## config.mk

```make
export PLATFORM = sky130hd
export DESIGN_NAME = branch_resolve_ctrl
export DESIGN_NICKNAME = d
export VERILOG_FILES = /design/src/rtl/branch_resolve_ctrl.sv
export SDC_FILE = /design/constraint.sdc
export NUM_CORES = 1
export LEC_CHECK = 0
export ABC_AREA = 1
export CORE_MARGIN = 4
export CORE_UTILIZATION = 50
export DETAILED_ROUTE_END_ITERATION = 8
export MAX_ROUTING_LAYER = met4
export PLACE_DENSITY = 0.82
export SYNTH_ARGS = -nofsm -noshare
export SYNTH_HDL_FRONTEND = slang
export SYNTH_SLANG_ARGS = --single-unit
export TNS_END_PERCENT = 50
```

## constraint.sdc

```tcl
create_clock -name clk -period 3.5 [get_ports clk]
set_clock_uncertainty 0.05 [all_clocks]
set_input_delay 0.7 -clock clk [delete_from_list [all_inputs] [get_ports clk]]
set_output_delay 0.7 -clock clk [all_outputs]
set_load 0.01 [all_outputs]
```

## src/rtl/branch_resolve_ctrl.sv

```systemverilog
// EX-stage branch resolution controller for the RV64I pipeline.
// Decodes the branch outcome from the BrEq/BrLt comparator flags. A
// mispredict raises a registered redirect to fetch, held until accepted.
// A 2-bit bimodal history table (BHT) provides the IF-stage prediction.
// Optional feature macro: BRANCH_PERF_EN adds resolve/mispredict counters.
module branch_resolve_ctrl #(
  parameter int unsigned BHT_ENTRIES = 64,
  parameter int unsigned XLEN        = 64
) (
  input  logic            clk,
  input  logic            rst,
  input  logic [XLEN-1:0] if_pc,
  output logic            if_pred_taken,
  input  logic            ex_valid,
  input  logic            ex_is_branch,
  input  logic            ex_is_jump,
  input  logic [2:0]      ex_funct3,
  input  logic [XLEN-1:0] ex_pc,
  input  logic [XLEN-1:0] ex_target,
  input  logic            ex_pred_taken,
  output logic            BrUn,
  input  logic            BrEq,
  input  logic            BrLt,
  output logic            ex_hold,
  output logic            redirect_valid,
  output logic [XLEN-1:0] redirect_pc,
  input  logic            redirect_ready,
  output logic            flush
`ifdef BRANCH_PERF_EN
  ,
  output logic [63:0]     perf_branches,
  output logic [63:0]     perf_mispredicts
`endif
);

  localparam int unsigned IDX_W = $clog2(BHT_ENTRIES);

  typedef enum logic [0:0] {
    IDLE     = 1'b0,
    REDIRECT = 1'b1
  } state_t;

  state_t            state, state_next;
  logic [1:0]        bht [BHT_ENTRIES];
  logic [IDX_W-1:0]  if_idx, ex_idx;
  logic              cond_taken, funct3_ok, taken;
  logic              resolve, mispredict, bht_upd;
  logic [XLEN-1:0]   fix_pc;
  logic              redirect_valid_next, flush_next;
  logic [XLEN-1:0]   redirect_pc_next;
  logic              unused_if_pc_bits;

  assign if_idx = if_pc[IDX_W+1:2];
  assign ex_idx = ex_pc[IDX_W+1:2];

  // Only the index bits of the fetch PC take part in the lookup.
  assign unused_if_pc_bits = ^{if_pc[XLEN-1:IDX_W+2], if_pc[1:0]};

  // Prediction reads the stored counter directly; an update in the same
  // cycle becomes visible only after the edge.
  assign if_pred_taken = bht[if_idx][1];

  // Signed compares for BLT/BGE, unsigned for BLTU/BGEU.
  assign BrUn = ex_funct3[1];

  // Branch condition decode from the comparator flags.
  always_comb begin
    cond_taken = 1'b0;
    funct3_ok  = 1'b1;
    case (ex_funct3)
      3'b000:  cond_taken = BrEq;
      3'b001:  cond_taken = ~BrEq;
      3'b100:  cond_taken = BrLt;
      3'b101:  cond_taken = ~BrLt;
      3'b110:  cond_taken = BrLt;
      3'b111:  cond_taken = ~BrLt;
      default: funct3_ok  = 1'b0;
    endcase
  end

  // A jump overrides any branch decode and is always taken.
  assign taken      = ex_is_jump | (ex_is_branch & cond_taken);
  assign resolve    = ex_valid & (ex_is_branch | ex_is_jump) & (state == IDLE);
  assign mispredict = taken != ex_pred_taken;
  assign fix_pc     = taken ? ex_target : ex_pc + XLEN'(4);
  assign bht_upd    = resolve & ex_is_branch & ~ex_is_jump & funct3_ok;

  assign ex_hold    = (state == REDIRECT) & ~rst;

  // Next-state logic: raise a redirect on mispredict, hold it until fetch accepts.
  always_comb begin
    state_next          = state;
    redirect_valid_next = redirect_valid;
    redirect_pc_next    = redirect_pc;
    flush_next          = 1'b0;
    case (state)
      IDLE: begin
        if (resolve && mispredict) begin
          state_next          = REDIRECT;
          redirect_valid_next = 1'b1;
          redirect_pc_next    = fix_pc;
          flush_next          = 1'b1;
        end
      end
      REDIRECT: begin
        if (redirect_ready) begin
          state_next          = IDLE;
          redirect_valid_next = 1'b0;
        end
      end
      default: begin
        state_next          = IDLE;
        redirect_valid_next = 1'b0;
      end
    endcase
  end

  // State and registered redirect outputs.
  always_ff @(posedge clk) begin
    if (rst) begin
      state          <= IDLE;
      redirect_valid <= 1'b0;
      redirect_pc    <= '0;
      flush          <= 1'b0;
    end else begin
      state          <= state_next;
      redirect_valid <= redirect_valid_next;
      redirect_pc    <= redirect_pc_next;
      flush          <= flush_next;
    end
  end

  // Saturating 2-bit counter update on resolved conditional branches.
  always_ff @(posedge clk) begin
    if (rst) begin
      for (int unsigned i = 0; i < BHT_ENTRIES; i++) begin
        bht[i] <= 2'b01;
      end
    end else if (bht_upd) begin
      if (taken) begin
        if (bht[ex_idx] != 2'b11) bht[ex_idx] <= bht[ex_idx] + 2'b01;
      end else begin
        if (bht[ex_idx] != 2'b00) bht[ex_idx] <= bht[ex_idx] - 2'b01;
      end
    end
  end

`ifdef BRANCH_PERF_EN
  // Resolve and mispredict event counters, free-running with wrap.
  always_ff @(posedge clk) begin
    if (rst) begin
      perf_branches    <= '0;
      perf_mispredicts <= '0;
    end else if (resolve) begin
      perf_branches <= perf_branches + 64'd1;
      if (mispredict) perf_mispredicts <= perf_mispredicts + 64'd1;
    end
  end
`endif

endmodule

```

## After elaboration in Yosys (flattened, before gate mapping)

Memories as Yosys holds them, arrays and structs flattened.
Index checks and enable logic that the tools add are counted.

| word-level totals | value |
|---|---|
| register bits after elaboration | 67 |
| latch bits | 0 |
| RAM bits | 128 |
| bits in read-only memories | 0 |
| input port bits | 204 |
| output and inout bits | 69 |
| logic and storage cells | 67 |
| memories | 1 |

Memories:

| name | words | bits a word | rd ports | clocked after memory_dff | write ports | RTL line | RTL |
|---|---|---|---|---|---|---|---|
| bht | 64 | 2 | 2 | 0 | 64 | 44 | `logic [1:0] bht [BHT_ENTRIES];` |

| operators by class | value |
|---|---|
| $add $sub $neg | 3 |
| multipliers | 0 |
| divide/modulo/power cells | 0 |
| magnitude comparators | 0 |
| equal/unequal tests | 9 |
| shift operators | 0 |
| muxes and demuxes | 25 |
| bitwise logic cells | 15 |
| reduce and logical (&&, ||, !) cells | 10 |

Operators with widths:

| operator | count |
|---|---|
| adder 64 x 3 -> 64 bit (second input constant) | 1 |
| two-way mux 64 bit | 1 |
| two-way mux 1 bit | 18 |
| == test 3 bit (second input constant) | 4 |
| OR reduction 2 bit | 4 |
| AND 1 bit | 7 |
| two-way mux 6 bit | 1 |
| OR reduction 6 bit | 1 |
| inverter 1 bit | 5 |
| two-way mux 2 bit | 2 |
| inequality test 2 bit (second input constant) | 2 |
| case mux 1 bit (2 select lines) | 2 |
| case mux 1 bit (4 select lines) | 1 |
| AND reduction 2 bit | 2 |
| == test 3 x 1 -> 1 bit (second input constant) | 1 |
| zero test 3 bit | 1 |
| bitwise OR 1 bit | 3 |
| adder 2 x 1 -> 2 bit (second input constant) | 1 |
| inequality test 2 x 1 -> 1 bit (second input constant) | 1 |
| nonzero test 2 bit | 1 |
| subtractor 2 x 1 -> 2 bit (second input constant) | 1 |
| logical AND 1 bit | 1 |
| inequality test 1 bit | 1 |

## Longest topological paths before layout

| depth | value |
|---|---|
| depth in word-level cells | 12 |
| depth in mapped cells | 20 |
| mapped depth without buffers | 16 |

## Worst setup path after synthesis

OpenSTA, ideal clock, no wires.

| timing path | value |
|---|---|
| path type | in2out |
| start point | input port if_pc[2] |
| end point | output port if_pred_taken |
| arrival time | 1,885 ps |
| required time | 2,750 ps |
| slack | 865 ps |
| stages on the path | 10 |
| path buffers | 2 |
| cell sequence | clkbuf_1 inv_1 clkbuf_1 o21ai_0 a21oi_1 o31ai_1 nand2_1 o211ai_1 nand3b_1 nand2_1 |

| between the ends | value |
|---|---|
| cells in the longest elaborated chain, start to end | 1 |

RTL lines:

| what | RTL line | RTL |
|---|---|---|
| from (decl) | 12 | `input logic [XLEN-1:0] if_pc,` |
| memory read (64 x 2 bit) | - |  |
| to (decl) | 13 | `output logic if_pred_taken,` |

No other way between the ends.

## Worst setup path after layout

| timing path | value |
|---|---|
| start point | input port ex_pc[3] |
| end point | register redirect_pc[54] |

| between the ends | value |
|---|---|
| cells in the longest elaborated chain, start to end | 2 |

RTL lines:

| what | RTL line | RTL |
|---|---|---|
| from (decl) | 18 | `input logic [XLEN-1:0] ex_pc,` |
| adder 64 x 3 -> 64 bit | 85 | `assign fix_pc = taken ? ex_target : ex_pc + XLEN'(4);` |
| two-way mux 64 bit | 85 |  |
| to (signal assigned) | 128 | `redirect_pc <= redirect_pc_next;` |
| to (decl) | 26 | `output logic [XLEN-1:0] redirect_pc,` |

No other way between the ends.
A chain may end at the register's enable or synchronous reset.

==> run summary <==
=====================================================================================
Diodes inserted                                                                     0
Max H-tree Level                                                                    4
Layout filler cell count                                                         2178
YS warnings                                                                         0
Num Clock Sinks                                                                   195
Slew @ Worst Pin                                                            0.7986 ns
Die Y-Extent                                                                 165.1 um
Leakage power total                                                       0.006446 uW
Global-route wire length before repair                                       66540 um
Min Clock Period, post-route                                                 3.261 ns
Buffers from clock root to sink, at most                                            2
Kind of launch point of the worst setup path                             primary input
Maximum achievable frequency                                                306.7 MHz
Drt initial violations                                                           1625
Required time at the endpoint of the critical path                            3.82 ns
Mapped Cells                                                                     1834
Via count of the first global-routing pass                                      12430
Asr flop ratio synth                                                               0%
Kind of capture point of the worst setup path                                register
Clock-pin slew of the registers on the worst-case setup and hold paths        0.08 ns
Detailed placer's ending HPWL                                                32750 um
Top cell by count, worst path                                            sky130_fd_sc_hd__nor2_1
Number of antenna violations at the first check in global routing                   0
Number of library cell types mapped by synthesis                                   35
Status                                                                   complete, no violations
Final weighted congestion of routability-driven global placement                1.046
CP top delay family                                                      simple AND/OR/NAND/NOR gates
Unrepaired setup endpoints after global routing                                    no
Number of nets in the synthesized netlist                                        2039
Number of flops mapped to enable cells by yosys                                   128
Dominant synthesized flop cell                                           sky130_fd_sc_hd__edfxtp_1
Per-instance average area after synthesis                                 6.732 sq um
Buffers added on ports                                                            214
Biggest cell delay along the critical path                                    0.65 ns
Share of the yosys chip area belonging to registers                            41.99%
Minimum hold slack                                                          0.4160 ns
Clock latency on the worst-skew pair                                          0.45 ns
Number of routed nets with antenna violations                                       0
Syn-to-layout area delta                                                       28.06%
DRC violation count after routing                                                   0
Buffer and inverter count on the worst path                                         2
Number of rows in the core area                                                    57
Routed len/inst                                                              18.51 um
Root buffer cell                                                         sky130_fd_sc_hd__clkbuf_16
Detailed-route vias per instance                                                5.640
Die Footprint                                                             27270 sq um
Worst-case setup margin in the final layout                                 0.2392 ns
Effective utilization at floorplan                                             50.77%
Total count of hold-check failures in the final report                              0
Final core utilization                                                         65.02%
Combined area of all synthesized cells                                    12350 sq um
Count of final setup violators                                                      0
Clock tree from TritonCTS                                                        done
Arrival time of data at the critical path endpoint                            3.59 ns
Power density relative to cell area                                      370.4 nW/um^2
Kind of critical path                                                       in -> reg
Hold/Removal Path Class                                                    reg -> reg
Core Area                                                                 24320 sq um
Overall overflow remaining after global route                                       0
Worst slew slack as a fraction of its limit                                    46.76%
Place WS                                                                   -0.2802 ns
Number of setup buffers added after CTS                                             0
Total vias in the final route                                                   13450
CTS buffer count                                                                   17
Worst path cell trace                                                    clkdlybuf4s50_1 > buf_4 > ha_1 > nand2_1 > nor2_1 > nand3_1 > nor2_1 > nand4_1 > nor2_1 > a21oi_1 > nand3b_1 > a21oi_1
Maximum fanout encountered on the critical timing path                             13
Worst IR Drop VDD                                                         0.0002631 V
Worst reg2reg setup slack                                                     1.00 ns
Total wire length after detailed routing                                     44140 um
Num ports                                                                         273
Die Wd                                                                       165.1 um
Total Nets Final                                                                 2253
Maximum number of pins on one net before global-route repair                       81
Number of pins exceeding their max-slew limit in the final report                   0
Final worst path period share                                                  93.16%
Layout cell share with drive strength beyond 1                                 6.938%
Slowest library cell on the worst path                                   sky130_fd_sc_hd__clkdlybuf4s50_1
Maximum capacitance violations                                                      0
Synth Register Bits                                                               195
Aggregate global-route resource usage                                          32.45%
Detailed-routing iteration count for the pre-antenna-repair pass                    6
=====================================================================================
-- worst paths after layout --
check / startpoint / endpoint / cells past startpoint
setup / recovery: ex_pc[3] / redirect_pc[54] / 12
hold / removal: redirect_valid / redirect_valid / 2
setup reg to reg: bht[56][0] / bht[55][1] / 16
hold reg to reg: redirect_valid / redirect_valid / 2
-- cell usage in the layout (no fill, tap or decap), types with 13 or more instances in the layout --
cell and n:
sky130_fd_sc_hd__o21ai_0 103, sky130_fd_sc_hd__nand2_1 631, sky130_fd_sc_hd__buf_12 14, sky130_fd_sc_hd__nand3_1 132, sky130_fd_sc_hd__edfxtp_1 128, sky130_fd_sc_hd__a31oi_1 18
sky130_fd_sc_hd__buf_4 71, sky130_fd_sc_hd__clkbuf_16 17, sky130_fd_sc_hd__nor2_1 302, sky130_fd_sc_hd__inv_1 107, sky130_fd_sc_hd__nor3_1 42, sky130_fd_sc_hd__clkdlybuf4s50_1 210
sky130_fd_sc_hd__dfxtp_1 67, sky130_fd_sc_hd__nand4_1 13, sky130_fd_sc_hd__xor2_1 24, sky130_fd_sc_hd__nand2_2 13, sky130_fd_sc_hd__a21oi_1 80
-- cell usage after synthesis, drive strengths merged, types with 9 or more instances --
cell type | n | area share (%)
nor3 | 42 | 1.7
o22ai | 9 | 0.46
nor2 | 304 | 9.3
nand4 | 13 | 0.66
xnor2 | 11 | 0.78
inv | 110 | 3.4
clkbuf | 56 | 1.7
or2 | 9 | 0.46
edfxtp | 128 | 31
xor2 | 24 | 1.7
o211ai | 11 | 0.67
nand2 | 645 | 20
o21ai | 110 | 4.5
nand3 | 133 | 5.4
dfxtp | 67 | 11
a21oi | 81 | 3.3
buf | 48 | 2.4
a31oi | 18 | 0.91
-- layout make-up --
cell class	instances	area [sq um]	area share [%]
multi-input combinational	1425	6264	39.61
sequential	195	5185	32.79
timing repair buffer	299	2954	18.68
clock buffer	18	429.2	2.714
inverter	110	415.4	2.627
tap	324	405.4	2.564
clock inverter	14	158.9	1.005
-- repair_timing --
item	4_1_cts	5_1_grt
resized for setup	3	4
setup endpoints to repair	1	1
hold buffers	0	0
-- layer usage --
metal | share of wire [%] | track usage (%) | up-vias
met5 | 0 | - | -
met4 | 3.2 | 10.78 | 0
met3 | 9.3 | 4.418 | 106
met2 | 46 | 50.43 | 764
met1 | 41 | 44.11 | 6185
li1 | - | - | 6397
-- registers in the layout, summed over array words and instances (netlist names) --
name            flops
bht               128
flush               1
redirect_pc        64
state               1
redirect_valid      1
-- cell families after synthesis --
logic type	count (synthesis)	synth area share, %
compound gates	231	9.901
xor+xnor	35	2.483
fa+ha+maj	1	0.1013
buf+inv	214	7.469
flops	195	41.99
simple gates	1158	38.05
-- through the flow --
stage	power (uW)	setup TNS [ns]	instances	cell area [sq um]
global placement	3843	-1.664	2353	15210
floorplan	3248	0	1834	12350
CTS	5833	0	2385	15800
finish	5857	0	2385	15810
detailed placement	3861	-7.038	2353	15210
global route	6067	0	2385	15810
-- tightest hold or removal path, stage by stage (launching register included) --
cell and delay, ns:
sky130_fd_sc_hd__dfxtp_1 0.31, sky130_fd_sc_hd__nand2_1 0.06, sky130_fd_sc_hd__a21oi_1 0.05
-- report_power, final --
group / switching [uW] / internal [uW] / total (uW)
clock network: 1060 / 965 / 2020
logic: 751 / 506 / 1260
registers: 47.6 / 2530 / 2580
Note: power is estimated with default switching activity, not from simulation.
